--- config.mk ---
export PLATFORM = sky130hd
export DESIGN_NAME = mem_bus_responder
export DESIGN_NICKNAME = d
export VERILOG_FILES = /design/src/rtl/mem_bus_resp_pkg.sv /design/src/rtl/phi2_edge_sync.sv /design/src/rtl/mem_bus_responder.sv
export SDC_FILE = /design/constraint.sdc
export NUM_CORES = 1
export LEC_CHECK = 0
export ABC_AREA = 1
export CORE_UTILIZATION = 47
export DETAILED_ROUTE_END_ITERATION = 10
export PLACE_DENSITY = 0.72
export SYNTH_ARGS = -nofsm -noshare
export SYNTH_HDL_FRONTEND = slang
export SYNTH_SLANG_ARGS = --single-unit
--- constraint.sdc ---
create_clock -name fastClk -period 3.2 [get_ports fastClk]
set_clock_uncertainty 0.1 [all_clocks]
set_input_delay 0.64 -clock fastClk [delete_from_list [all_inputs] [get_ports fastClk]]
set_output_delay 0.64 -clock fastClk [all_outputs]
set_load 0.01 [all_outputs]
--- src/rtl/mem_bus_resp_pkg.sv ---
// Shared types and default constants for the 6502C bus responder.
package mem_bus_resp_pkg;

   typedef enum logic [2:0] {
      IDLE    = 3'd0,
      RD_REQ  = 3'd1,
      RD_HOLD = 3'd2,
      WR_CAP  = 3'd3,
      WR_REQ  = 3'd4
   } state_t;

   localparam int         DEF_ACK_TIMEOUT  = 255;
   localparam logic [7:0] DEF_DEFAULT_DATA = 8'hFF;

endpackage

--- src/rtl/phi2_edge_sync.sv ---
// Two-flop synchronizer for an asynchronous level plus rise/fall detect.
// Also suitable for the interrupt-line synchronizers.
module phi2_edge_sync (
   input  logic clk,
   input  logic rst_n,
   input  logic async_in,
   output logic phi2_s,
   output logic rise,
   output logic fall
);

   logic r_meta;
   logic r_sync;
   logic r_dly;

   always_ff @(posedge clk or negedge rst_n) begin
      if (!rst_n) begin
         r_meta <= 1'b0;
         r_sync <= 1'b0;
         r_dly  <= 1'b0;
      end else begin
         r_meta <= async_in;
         r_sync <= r_meta;
         r_dly  <= r_sync;
      end
   end

   assign phi2_s = r_sync;
   assign rise   = r_sync & ~r_dly;
   assign fall   = ~r_sync & r_dly;

endmodule

--- src/rtl/mem_bus_responder.sv ---
// Slave for the 6502C external bus: turns CPU cycles into memory req/ack
// transactions, stretches reads with RDY and counts opcode fetches.
//
//   state   | meaning
//   --------+-----------------------------------------------------------
//   IDLE    | waiting for a phi2 rise to decode a new CPU cycle
//   RD_REQ  | read request outstanding, RDY held low
//   RD_HOLD | read data in buffer, driven onto extDB while phi2 is high
//   WR_CAP  | write decoded, waiting for phi2 fall to capture extDB_in
//   WR_REQ  | write request outstanding, next CPU cycle may be parked
module mem_bus_responder
   import mem_bus_resp_pkg::*;
#(
   parameter int         ACK_TIMEOUT  = DEF_ACK_TIMEOUT,
   parameter logic [7:0] DEFAULT_DATA = DEF_DEFAULT_DATA
) (
   input  logic        fastClk,
   input  logic        RES_L,
   input  logic        phi2,
   input  logic [7:0]  extABH,
   input  logic [7:0]  extABL,
   input  logic        RW,
   input  logic        SYNC,
   input  logic [7:0]  extDB_in,
   output logic [7:0]  extDB_out,
   output logic        extDB_oe,
   output logic        RDY,
   output logic        mem_req,
   output logic        mem_we,
   output logic [15:0] mem_addr,
   output logic [7:0]  mem_wdata,
   input  logic [7:0]  mem_rdata,
   input  logic        mem_ack,
   output logic        bus_err,
   output logic [15:0] fetch_count
);

   localparam int            TW = $clog2(ACK_TIMEOUT + 1);
   localparam logic [TW-1:0] TC = TW'(ACK_TIMEOUT - 1);

   logic w_phi2_s, w_rise, w_fall;

   phi2_edge_sync u_phi2_sync (
      .clk      (fastClk),
      .rst_n    (RES_L),
      .async_in (phi2),
      .phi2_s   (w_phi2_s),
      .rise     (w_rise),
      .fall     (w_fall)
   );

   state_t        r_state, w_state_nx;
   logic          r_mem_req, w_mem_req_nx;
   logic          r_mem_we, w_mem_we_nx;
   logic [15:0]   r_mem_addr, w_mem_addr_nx;
   logic [7:0]    r_mem_wdata, w_mem_wdata_nx;
   logic [7:0]    r_extdb, w_extdb_nx;
   logic          r_oe, w_oe_nx;
   logic          r_bus_err, w_bus_err_nx;
   logic [15:0]   r_fetch_count, w_fetch_nx;
   logic [7:0]    r_rd_buf, w_rd_buf_nx;
   logic [15:0]   r_rd_tag, w_rd_tag_nx;
   logic          r_rd_valid, w_rd_valid_nx;
   logic          r_pend_valid, w_pend_valid_nx;
   logic [15:0]   r_pend_addr, w_pend_addr_nx;
   logic          r_pend_rw, w_pend_rw_nx;
   logic          r_pend_fell, w_pend_fell_nx;
   logic [TW-1:0] r_tmo_cnt, w_tmo_nx;

   logic          w_start, w_st_rw, w_st_fell;
   logic [15:0]   w_st_addr;
   logic [15:0]   w_ab;
   logic          w_done_ack, w_done_tmo, w_done;

   assign w_ab       = {extABH, extABL};
   assign w_done_ack = r_mem_req & mem_ack;
   assign w_done_tmo = r_mem_req & ~mem_ack & (r_tmo_cnt == TC);
   assign w_done     = w_done_ack | w_done_tmo;

   always_ff @(posedge fastClk or negedge RES_L) begin
      if (!RES_L) begin
         r_state       <= IDLE;
         r_mem_req     <= 1'b0;
         r_mem_we      <= 1'b0;
         r_mem_addr    <= '0;
         r_mem_wdata   <= '0;
         r_extdb       <= '0;
         r_oe          <= 1'b0;
         r_bus_err     <= 1'b0;
         r_fetch_count <= '0;
         r_rd_buf      <= '0;
         r_rd_tag      <= '0;
         r_rd_valid    <= 1'b0;
         r_pend_valid  <= 1'b0;
         r_pend_addr   <= '0;
         r_pend_rw     <= 1'b0;
         r_pend_fell   <= 1'b0;
         r_tmo_cnt     <= '0;
      end else begin
         r_state       <= w_state_nx;
         r_mem_req     <= w_mem_req_nx;
         r_mem_we      <= w_mem_we_nx;
         r_mem_addr    <= w_mem_addr_nx;
         r_mem_wdata   <= w_mem_wdata_nx;
         r_extdb       <= w_extdb_nx;
         r_oe          <= w_oe_nx;
         r_bus_err     <= w_bus_err_nx;
         r_fetch_count <= w_fetch_nx;
         r_rd_buf      <= w_rd_buf_nx;
         r_rd_tag      <= w_rd_tag_nx;
         r_rd_valid    <= w_rd_valid_nx;
         r_pend_valid  <= w_pend_valid_nx;
         r_pend_addr   <= w_pend_addr_nx;
         r_pend_rw     <= w_pend_rw_nx;
         r_pend_fell   <= w_pend_fell_nx;
         r_tmo_cnt     <= w_tmo_nx;
      end
   end

   always_comb begin
      w_state_nx      = r_state;
      w_mem_req_nx    = r_mem_req;
      w_mem_we_nx     = r_mem_we;
      w_mem_addr_nx   = r_mem_addr;
      w_mem_wdata_nx  = r_mem_wdata;
      w_extdb_nx      = r_extdb;
      w_rd_buf_nx     = r_rd_buf;
      w_rd_tag_nx     = r_rd_tag;
      w_rd_valid_nx   = r_rd_valid;
      w_pend_valid_nx = r_pend_valid;
      w_pend_addr_nx  = r_pend_addr;
      w_pend_rw_nx    = r_pend_rw;
      w_pend_fell_nx  = r_pend_fell;
      w_bus_err_nx    = w_done_tmo;
      w_fetch_nx      = (w_rise && SYNC) ? r_fetch_count + 16'd1 : r_fetch_count;
      w_tmo_nx        = (r_mem_req && !w_done) ? r_tmo_cnt + 1'b1 : '0;
      w_start         = 1'b0;
      w_st_addr       = w_ab;
      w_st_rw         = RW;
      w_st_fell       = 1'b0;

      case (r_state)
         IDLE: begin
            if (w_rise) w_start = 1'b1;
         end
         RD_REQ: begin
            if (w_done) begin
               w_rd_buf_nx   = w_done_ack ? mem_rdata : DEFAULT_DATA;
               w_rd_tag_nx   = r_mem_addr;
               w_rd_valid_nx = 1'b1;
               w_mem_req_nx  = 1'b0;
               w_state_nx    = w_phi2_s ? RD_HOLD : IDLE;
            end
         end
         RD_HOLD: begin
            if (w_fall) w_state_nx = IDLE;
         end
         WR_CAP: begin
            if (w_fall) begin
               w_mem_wdata_nx = extDB_in;
               w_mem_req_nx   = 1'b1;
               w_mem_we_nx    = 1'b1;
               w_state_nx     = WR_REQ;
            end
         end
         WR_REQ: begin
            if (w_done) begin
               w_mem_req_nx = 1'b0;
               w_state_nx   = IDLE;
               if (r_pend_valid) begin
                  w_pend_valid_nx = 1'b0;
                  w_pend_fell_nx  = 1'b0;
                  w_start         = 1'b1;
                  w_st_addr       = r_pend_addr;
                  w_st_rw         = r_pend_rw;
                  w_st_fell       = r_pend_fell | w_fall;
               end else if (w_rise) begin
                  // rise coincides with completion: decode it directly
                  w_start = 1'b1;
               end
            end else if (w_rise && !r_pend_valid) begin
               w_pend_valid_nx = 1'b1;
               w_pend_addr_nx  = w_ab;
               w_pend_rw_nx    = RW;
               w_pend_fell_nx  = 1'b0;
            end else if (w_fall && r_pend_valid) begin
               w_pend_fell_nx = 1'b1;
            end
         end
         default: w_state_nx = IDLE;
      endcase

      if (w_start) begin
         if (w_st_rw && r_rd_valid && (w_st_addr == r_rd_tag)) begin
            w_state_nx = RD_HOLD;
         end else if (w_st_rw) begin
            w_state_nx    = RD_REQ;
            w_mem_req_nx  = 1'b1;
            w_mem_we_nx   = 1'b0;
            w_mem_addr_nx = w_st_addr;
            w_rd_valid_nx = 1'b0;
         end else begin
            w_mem_addr_nx = w_st_addr;
            w_rd_valid_nx = 1'b0;
            if (w_st_fell) begin
               w_mem_wdata_nx = extDB_in;
               w_mem_req_nx   = 1'b1;
               w_mem_we_nx    = 1'b1;
               w_state_nx     = WR_REQ;
            end else begin
               w_state_nx = WR_CAP;
            end
         end
      end

      if (w_state_nx == RD_HOLD) w_extdb_nx = w_rd_buf_nx;
      w_oe_nx = (w_state_nx == RD_HOLD) && w_phi2_s;
   end

   assign RDY         = ~((r_state == RD_REQ) | (r_pend_valid & r_pend_rw));
   assign mem_req     = r_mem_req;
   assign mem_we      = r_mem_we;
   assign mem_addr    = r_mem_addr;
   assign mem_wdata   = r_mem_wdata;
   assign extDB_out   = r_extdb;
   assign extDB_oe    = r_oe;
   assign bus_err     = r_bus_err;
   assign fetch_count = r_fetch_count;

endmodule

# Word level (Yosys, flattened, before mapping)
# Index checks and enable logic that the tools add are counted.
dict set report totals {
  out_inout_bits 53
  wordCells 119
  reg_bits 110
  inputBits 38
}
dict set report op_classes {
  n_eq_ne 8
  reduce_logical 18
  add_sub_neg 2
  bitwise 15
  n_mux 56
}
# operator count
set op_table {}
lappend op_table {{8-bit 2-to-1 mux} 10}
lappend op_table {{16-bit 2-to-1 mux} 3}
lappend op_table {{1-bit 2-to-1 mux} 31}
lappend op_table {{3-bit 2-to-1 mux} 8}
lappend op_table {{16-bit by 1-bit adder with 16-bit output (second input constant)} 1}
lappend op_table {{16-bit == test} 1}
lappend op_table {{3-bit one-hot mux with 5 select lines} 1}
lappend op_table {{3-bit by 2-bit == test with 1-bit output (second input constant)} 3}
lappend op_table {{8-bit by 1-bit adder with 8-bit output (second input constant)} 1}
lappend op_table {{8-bit == test (second input constant)} 1}
lappend op_table {{1-bit logical AND} 7}
lappend op_table {{1-bit AND} 6}
lappend op_table {{1-bit NOT} 6}
lappend op_table {{2-bit AND reduction} 3}
lappend op_table {{3-bit AND reduction} 2}
lappend op_table {{1-bit one-hot mux with 2 select lines} 2}
lappend op_table {{3-bit by 1-bit == test with 1-bit output (second input constant)} 1}
lappend op_table {{3-bit == test (second input constant)} 1}
lappend op_table {{3-bit logical NOT} 1}
lappend op_table {{1-bit bitwise OR} 3}
lappend op_table {{3-bit nonzero test} 1}
lappend op_table {{1-bit logical NOT} 2}
lappend op_table {{2-bit 2-to-1 mux} 1}
lappend op_table {{2-bit inequality test (second input constant)} 1}
lappend op_table {{2 further kinds} 2}

# Logic depth before layout (Yosys ltp)
# Gate-level depths: netlist of the first run.
dict set report logic_depth {
  ltp_word 12
  mapped_depth 21
  mapped_depth_nobuf 21
}

# By module
# From an unflattened synthesis of the first run, not the netlist that was laid out.
dict set report hier_totals {
  cells_unflattened 595
  area_unflattened_um2 5202.5
}
# module area_each_um2 instances seq_area_each_um2 cells_each
set modules_own_cells {}
lappend modules_own_cells {mem_bus_responder 5112.4 1 2677.6 588}
lappend modules_own_cells {phi2_edge_sync 90.1 1 75.1 7}

# Worst setup path before layout of the first run
# OpenSTA, ideal clock, no wires.
dict set report synth_path {
  kind {input -> register}
  start {input mem_ack}
  end {register r_extdb[0] (netlist: extDB_out[0])}
  stages 15
  setup_ns 0.120
  path_buffers 2
  required_time_ns 2.980
  arrival_time_ns 2.140
  setup_slack_ns 0.839
  cell_sequence {nand2_1 nand2_4 nand3_4 buf_6 nand2_1 nand2_1 xor2_1 nand2_1 nor2_2 nand2_2 nand3_1 nand2_2 buf_6 o21ai_1 nand2_1}
}
dict set report synth_between {
  elab_chain_len 11
  word_cells_on_any_way 27
  classes_between {eq/ne: 2; mux: 18; bitwise: 5; reduce/logical: 2}
}
# element line
set synth_rtl {}
lappend synth_rtl {{start, declared} mem_bus_responder.sv:33} ;# input logic mem_ack,
lappend synth_rtl {{1-bit NOT} mem_bus_responder.sv:77} ;# assign w_done_tmo = r_mem_req & ~mem_ack & (r_tmo_cnt == TC);
lappend synth_rtl {{1-bit AND (2 in series)} mem_bus_responder.sv:77}
lappend synth_rtl {{1-bit bitwise OR (*)} mem_bus_responder.sv:78} ;# assign w_done = w_done_ack | w_done_tmo;
lappend synth_rtl {{16-bit 2-to-1 mux / 1-bit 2-to-1 mux (equally long branches)} mem_bus_responder.sv:167} ;# if (w_done) begin
lappend synth_rtl {{16-bit 2-to-1 mux / 1-bit 2-to-1 mux (equally long branches)} mem_bus_responder.sv:142} ;# case (r_state)
lappend synth_rtl {{16-bit == test, or another cell as far along} mem_bus_responder.sv:194} ;# if (w_st_rw && r_rd_valid && (w_st_addr == r_rd_tag)) begin
lappend synth_rtl {{1-bit logical AND / 3-bit 2-to-1 mux (equally long branches)} {mem_bus_responder.sv:194, mem_bus_responder.sv:196}}
lappend synth_rtl {{3-bit 2-to-1 mux} mem_bus_responder.sv:194}
lappend synth_rtl {{3-bit 2-to-1 mux (*)} mem_bus_responder.sv:193} ;# if (w_start) begin
lappend synth_rtl {{net w_state_nx[0]} mem_bus_responder.sv:52} ;# state_t r_state, w_state_nx;
lappend synth_rtl {{3-bit by 2-bit == test with 1-bit output (*)} mem_bus_responder.sv:216} ;# if (w_state_nx == RD_HOLD) w_extdb_nx = w_rd_buf_nx;
lappend synth_rtl {{end signal, assigned} mem_bus_responder.sv:105} ;# r_extdb <= w_extdb_nx;
lappend synth_rtl {{end, declared} mem_bus_responder.sv:57} ;# logic [7:0] r_extdb, w_extdb_nx;
# The timed path passes the listed nets; every way through them passes the cells marked *.
# A chain may end at the register's enable or synchronous reset.

# Final worst setup path of the first run
dict set report layout_path {
  start {input mem_ack}
  end {register r_extdb[2] (netlist: extDB_out[2])}
}
dict set report layout_between {
  elab_chain_len 11
  word_cells_on_any_way 27
  classes_between {eq/ne: 2; mux: 18; bitwise: 5; reduce/logical: 2}
}
# element line
set layout_rtl {}
lappend layout_rtl {{1-bit NOT} mem_bus_responder.sv:77}
lappend layout_rtl {{1-bit AND (2 in series)} mem_bus_responder.sv:77}
lappend layout_rtl {{1-bit bitwise OR} mem_bus_responder.sv:78}
lappend layout_rtl {{16-bit 2-to-1 mux / 1-bit 2-to-1 mux (equally long branches)} mem_bus_responder.sv:167}
lappend layout_rtl {{16-bit 2-to-1 mux / 1-bit 2-to-1 mux (equally long branches)} mem_bus_responder.sv:142}
lappend layout_rtl {{16-bit == test, or another cell as far along} mem_bus_responder.sv:194}
lappend layout_rtl {{1-bit logical AND / 3-bit 2-to-1 mux (equally long branches)} {mem_bus_responder.sv:194, mem_bus_responder.sv:196}}
lappend layout_rtl {{3-bit 2-to-1 mux} mem_bus_responder.sv:194}
lappend layout_rtl {{3-bit 2-to-1 mux} mem_bus_responder.sv:193}
lappend layout_rtl {{3-bit by 2-bit == test with 1-bit output} mem_bus_responder.sv:216}
# Parallel ways exist; a longest one is shown, timed or not.

==> metrics.md, run 1 <==
| Metric | Value |
|---|---|
| Reg clk slew, reported paths | 0.10 ns |
| Buf/Inv on CP | 2 |
| Slew HR | 0.507 |
| Routed Antenna Nets | 0 |
| Internal Power | approximately 3200 uW |
| Post-CTS setup buffer count | 0 |
| Netlist cell types | 35 |
| Clock sink total | 110 |
| Synth top cells by count | nand2_1 (158), dfrtp_1 (110), inv_1 (68) |
| Routed via count | 4,141 |
| DRT iter0 DRCs | 254 |
| Row Count | 37 |
| Sw Share | 0.357 |
| Most frequent cell after synthesis | nand2_1 |
| Post-layout util | 0.615 |
| Setup violations, final | 0 |
| WP data arrival | just over 3 ns |
| Placer Congestion | 0.859 |
| Synth area leaders | dfrtp_1 (53%), nand2_1 (12%), inv_1 (5.0%) |
| HPWL after detailed placement | roughly 8400 microns |
| Max-slew violation count | 0 |
| Final hold violations | 0 |
| Reg power frac | 0.445 |
| Hold_buf cts | 0 |
| Post-synth EDFFs | 0 |
| Initial Utilization | 0.492 |
| Syn-to-layout area delta | 24.8% |
| Maximum clock path buffer count | 2 |
| Ys flop type | dfrtp_1 |
| First-pass GRT wire length | 19,500 microns |
| Drt first pass iters | 4 |
| Gate power share | 0.388 |
| Crit path max-delay cell type | clkdlybuf4s50_1 |
| Max Clk Rate | 353 MHz |
| Layout cell share with drive strength beyond 1 | 0.0926 |
| Die height | between 100 and 150 microns |
| Power share of the clock group | 0.167 |
| Synth top area share | 0.534 |
| Critical path startpoint category | primary input |
| Tot GR Track Use | 0.217 |
| Peak supply drop | 0.000526 V |
| Number of gates resized after cts | 0 |
| Remaining Overflow, GRT | 0 |
| Input/output buffers | 90 |
| Leak | about 0.0032 uW |
| Status | completed |
| Syn Std Cell Area | 5150 sq um |
| Slew @ Worst Pin | 0.740 ns |
| Avg Inst Size Synth | just under 9 sq um |
| RSZ-0062 raised after global routing | no |
| Wire per inst | 13.8 microns |
| Max-cap check violation count | 0 |
| ANT cells | 0 |
| Sequential-to-total area share from yosys stat | 0.534 |
| Hold crit path type | in -> async |
| Largest fanout on the critical path | 15 |
| CTS tree | built |
| CTS root buf | clkbuf_8 |
| Initial antenna violation count | 0 |
| Largest stage delay on the critical path | 0.42 ns |
| DRT Wirelength | between 10,000 and 15,000 microns |
| Io pins | 91 |
| DR vias/cell | 5.01 |
| CP delay by family, top | simple AND/OR/NAND/NOR gates |
| Cell taking the most area after synthesis | dfrtp_1 |
| Largest net degree at the start of global routing | 57 |
| NetSw | around 1800 uW |
| Overall Power | between 5000 and 6000 uW |
| CP Class | in -> reg |
| Num CTS Buffers | 9 |
| Power per cell area | 779 nW/um^2 |
| Final period util | 0.886 |
| Worst EP required | between 3 and 4 ns |
| Post-synth ARST share | 1.00 |
| Layout net count | approximately 730 |
| Die Width | 107 microns |
| H-tree depth | 3 |
| CP endpoint kind | flip-flop |
| Syn nets | ~630 |
| Die Area | 11,400 sq um |
| Min Tclk post-route | between 2 and 3 ns |
| Worst path cell trace | clkdlybuf4s50_1, nor2_1, nand3_2, nand2_4, nand3_4, inv_2, nand2_1, nand2_1, nand2_1, nand2_1, nand3_1, nor2_1, nand2_2, nand3_2, nand2_2, nor2_4, nand2_1, nand2_1 |
| DRC errors left | 0 |
| Seq cells post-synth | 110 |
| Synthesis Warnings | 0 |
| Syn Inst Count | 590 |
| Setup TNS | 0 ns |
| Most frequent cell on the critical path | nand2_1 |
| Vias in the first global route | 4,158 |
| Clk_lat worst skew | 0.38 ns |
| Core area | ~10,000 sq um |
==> final cells by class <==
type / count / area, sq um
timing repair buffer: 104 / 1040
inverter: 71 / 267
clock buffer: 10 / 128
tap: 136 / 170
clock inverter: 6 / 61.3
fill: 929 / 4030
sequential: 110 / 2750
multi-input combinational: 390 / 2010
==> per-stage QoR <==
step / cells / cell area (sq um) / setup WS (ns) / hold slack [ns]
5_1_grt: 827 / 6430 / 0.0751 / 0.258
4_1_cts: 827 / 6430 / 0.354 / 0.225
2_1_floorplan: 590 / 5150 / 0.839 / 0.231
6_report: 827 / 6430 / 0.365 / 0.205
3_3_place_gp: 811 / 6240 / 0.0212 / 0.240
3_5_place_dp: 811 / 6240 / -0.0301 / 0.239
==> worst register-to-register path: cells and delay by family, from the launching register on <==
kind                   cells  cell delay, ns
buffers and inverters      3            0.46
DFF                        1            0.41
and+or+nand+nor           15            1.80
==> metal layers <==
layer,GRT usage,share of wire,vias to the layer above
met5,0,0,-
met2,0.357,0.49,76
met3,0.0395,0.034,11
met1,0.288,0.47,1982
met4,0.0753,0.014,0
li1,-,-,2072
==> power by group through the flow <==
| stage | registers [uW] | clock network [uW] | logic (uW) |
|---|---|---|---|
| floorplan | 2300 | 0 | 1010 |
| global placement | 2230 | 0 | 1900 |
| detailed placement | 2260 | 0 | 1950 |
| CTS | 2230 | 865 | 1960 |
| global route | 2300 | 907 | 2170 |
| finish | 2230 | 836 | 1940 |
==> cell families after synthesis <==
logic type / Yosys count / share of synthesized area
compound gates: 81 / 0.0828
xor+xnor: 18 / 0.0306
fa+ha+maj: 3 / 0.00729
buf+inv: 90 / 0.0753
flops: 110 / 0.534
mux: 17 / 0.0372
simple gates: 271 / 0.233
==> registers in the layout, indices dropped and copies added, names as in the netlist <==
name	cells
u_phi2_sync.phi2_s	1
r_rd_valid	1
r_tmo_cnt	8
mem_we	1
r_pend_rw	1
r_pend_fell	1
r_pend_addr	16
u_phi2_sync.r_dly	1
r_state	3
mem_addr	16
r_rd_buf	8
extDB_oe	1
r_rd_tag	16
mem_wdata	8
extDB_out	8
mem_req	1
r_pend_valid	1
bus_err	1
u_phi2_sync.r_meta	1
fetch_count	16
==> placed cells by master (no fill, tap or decap), types with 2 or more instances in the layout <==
cell type / synthesis / routed
and3_1: 2 / 2
mux2_2: 17 / 17
o22ai_1: 3 / 3
nand4_1: 8 / 8
xor2_1: 13 / 13
buf_4: 2 / 12
buf_12: 0 / 3
nor3_1: 12 / 12
nand2_2: 5 / 5
nand2_1: 158 / 158
xnor2_1: 5 / 5
dfrtp_1: 110 / 110
nand3b_1: 9 / 9
o21ai_1: 15 / 15
ha_1: 3 / 3
nand3_1: 30 / 30
clkinv_2: 0 / 3
nand3_2: 2 / 2
inv_2: 2 / 2
o21ai_0: 37 / 37
nor2_1: 37 / 37
clkbuf_8: 0 / 9
clkdlybuf4s50_1: 0 / 89
nor2_2: 3 / 3
inv_1: 68 / 68
a21oi_1: 22 / 22
==> final timing paths <==
path / from / endpoint / slack (ns) / cells after the start
setup / recovery: mem_ack / extDB_out[2] / 0.37 / 18
hold / removal: RES_L / r_tmo_cnt[3] / 0.21 / 1
setup reg to reg: r_state[1] / extDB_out[2] / 0.37 / 18
hold reg to reg: u_phi2_sync.r_meta / u_phi2_sync.phi2_s / 0.26 / 0
max in group asynchronous: RES_L / r_rd_tag[8] / 2.05 / 2
min in group fastClk: u_phi2_sync.r_meta / u_phi2_sync.phi2_s / 0.26 / 0
(Power assumes the default switching activity.)
==> inputs of run 2 (changes only) <==
SETUP_SLACK_MARGIN = 0.1   (was not set)
==> metrics.md, run 2 (synthesis results as in run 1) <==
| Metric | Value |
|---|---|
| Tot GR Track Use | 0.217 |
| Die Area | 11,400 sq um |
| Routed Antenna Nets | 0 |
| DR vias/cell | between 5 and 6 |
| Status | completed |
| Crit path depth | 17 |
| Remaining Overflow, GRT | 0 |
| Worst r2r path cells | 19 |
| Setup TNS | 0 ns |
| Die Width | ~110 microns |
| Post-layout util | 0.619 |
| DRT iter0 DRCs | 271 |
| DRC errors left | 0 |
| Setup violations, final | 0 |
| Slew @ Worst Pin | 0.737 ns |
| Num CTS Buffers | 9 |
| Post-Place Worst Slack | -0.0301 ns |
| Crit path max-delay cell type | clkdlybuf4s50_1 |
| Worst setup margin | 0.382 ns |
| Leak | 0.00319 uW |
| CP delay by family, top | simple AND/OR/NAND/NOR gates |
| CTS tree | built |
| Worst EP required | 3.42 ns |
| Final Cell Area | 6470 sq um |
| Clock sink total | 110 |
| Layout cell share with drive strength beyond 1 | 0.0991 |
| Io pins | ~90 |
| Most frequent cells in the layout | nand2_1 (158), dfrtp_1 (110), clkdlybuf4s50_1 (89), inv_1 (68) |
| CP endpoint kind | flip-flop |
| Min Tclk post-route | about 2.8 ns |
| H-tree depth | 3 |
| Initial antenna violation count | 0 |
| Final period util | 0.880 |
| Final hold slack | about 0.20 ns |
| Placer Congestion | 0.859 |
| WP data arrival | ~3.0 ns |
| Power per cell area | 774 nW/um^2 |
| Die height | 107 microns |
| Routed via count | 4,166 |
| Final hold violations | 0 |
| CTS root buf | clkbuf_8 |
| Largest fanout on the critical path | 11 |
| Max-cap check violation count | 0 |
| Max-slew violation count | 0 |
| Core area | 10,500 sq um |
| Worst path cell trace | clkdlybuf4s50_1, nor2_1, nand3_2, nand2_4, buf_4, nand3_1, nand3b_1, nand2_1, nor2_1, nand3_1, nor2_1, nand2_2, nand3_1, nand2_2, nor2_4, nand2_1, nand2_1 |
| Input/output buffers | 90 |
| RSZ-0062 raised after global routing | no |
| Initial Utilization | 0.492 |
| Commonest non-fill, non-tap cell in the layout | nand2_1 |
| Slew HR | 0.508 |
| Wire per inst | 13.7 microns |
| Row Count | 37 |
| CP Class | in -> reg |
| R2R Setup Slk | approximately 0.42 ns |
| Drt first pass iters | 5 |
| Largest net degree at the start of global routing | 57 |
| Peak supply drop | 0.000528 V |
| DRT Wirelength | 11,400 microns |
| HPWL after detailed placement | around 8400 microns |
| Layout net count | 732 |
| ANT cells | 0 |
| Vias in the first global route | slightly above 4,000 |
| Critical path startpoint category | primary input |
| Maximum clock path buffer count | 2 |
| Clk_lat worst skew | 0.38 ns |
| Hold crit path type | in -> async |
| Syn-to-layout area delta | 25.6% |
| First-pass GRT wire length | 19,500 microns |
| Max Clk Rate | 355 MHz |
| Post-DP Area | 6240 sq um |
| Reg clk slew, reported paths | 0.10 ns |
| Buf/Inv on CP | 2 |
| Largest stage delay on the critical path | 0.42 ns |
[run 2: changes by cell type in the layout (fill, tap and decap cells not counted), sizes merged]
cell	change
buf	+5
[run 2: worst paths after layout]
path | startpoint | endpoint
worst max-delay path | mem_ack | extDB_out[2]
worst min-delay path | RES_L | r_tmo_cnt[3]
worst max register to register | r_tmo_cnt[0] | extDB_out[2]
worst min register to register | u_phi2_sync.r_meta | u_phi2_sync.phi2_s
max in group asynchronous | RES_L | r_tmo_cnt[5]
min in group fastClk | u_phi2_sync.r_meta | u_phi2_sync.phi2_s
[run 2: area by class of cell]
cell class | count | area, sq um
Tap cell | 136 | 170
Clock inverter | 6 | 61.3
Multi-Input combinational cell | 390 | 2020
Timing Repair Buffer | 109 | 1080
Inverter | 71 | 267
Sequential cell | 110 | 2750
Fill cell | 923 | 3990
Clock buffer | 10 | 128
[run 2: report_power, final]
group          switching [uW]  internal, uW  total (uW)
clock                     474           362         836
combinational             986           960        1950
sequential                330          1900        2230
total                    1790          3220        5010
[run 2: per-layer routing]
layer	GRT usage	share of wire	vias to the layer above
met1	0.288	0.46	1983
met5	0	0	-
met3	0.0395	0.037	12
li1	-	-	2088
met2	0.357	0.49	83
met4	0.0753	0.014	0
[run 2: through the flow]
step                      power, uW  std cells
after floorplan                3310        590
after global placement         4130        811
after detailed placement       4210        811
after CTS                      5060        827
after global routing           5380        832
final                          5010        832
[run 2: what timing repair did]
action                     CTS  global route
setup endpoints to repair    0             8
hold buffers                 0             0
resized for setup            0             1
buffers inserted             0             5
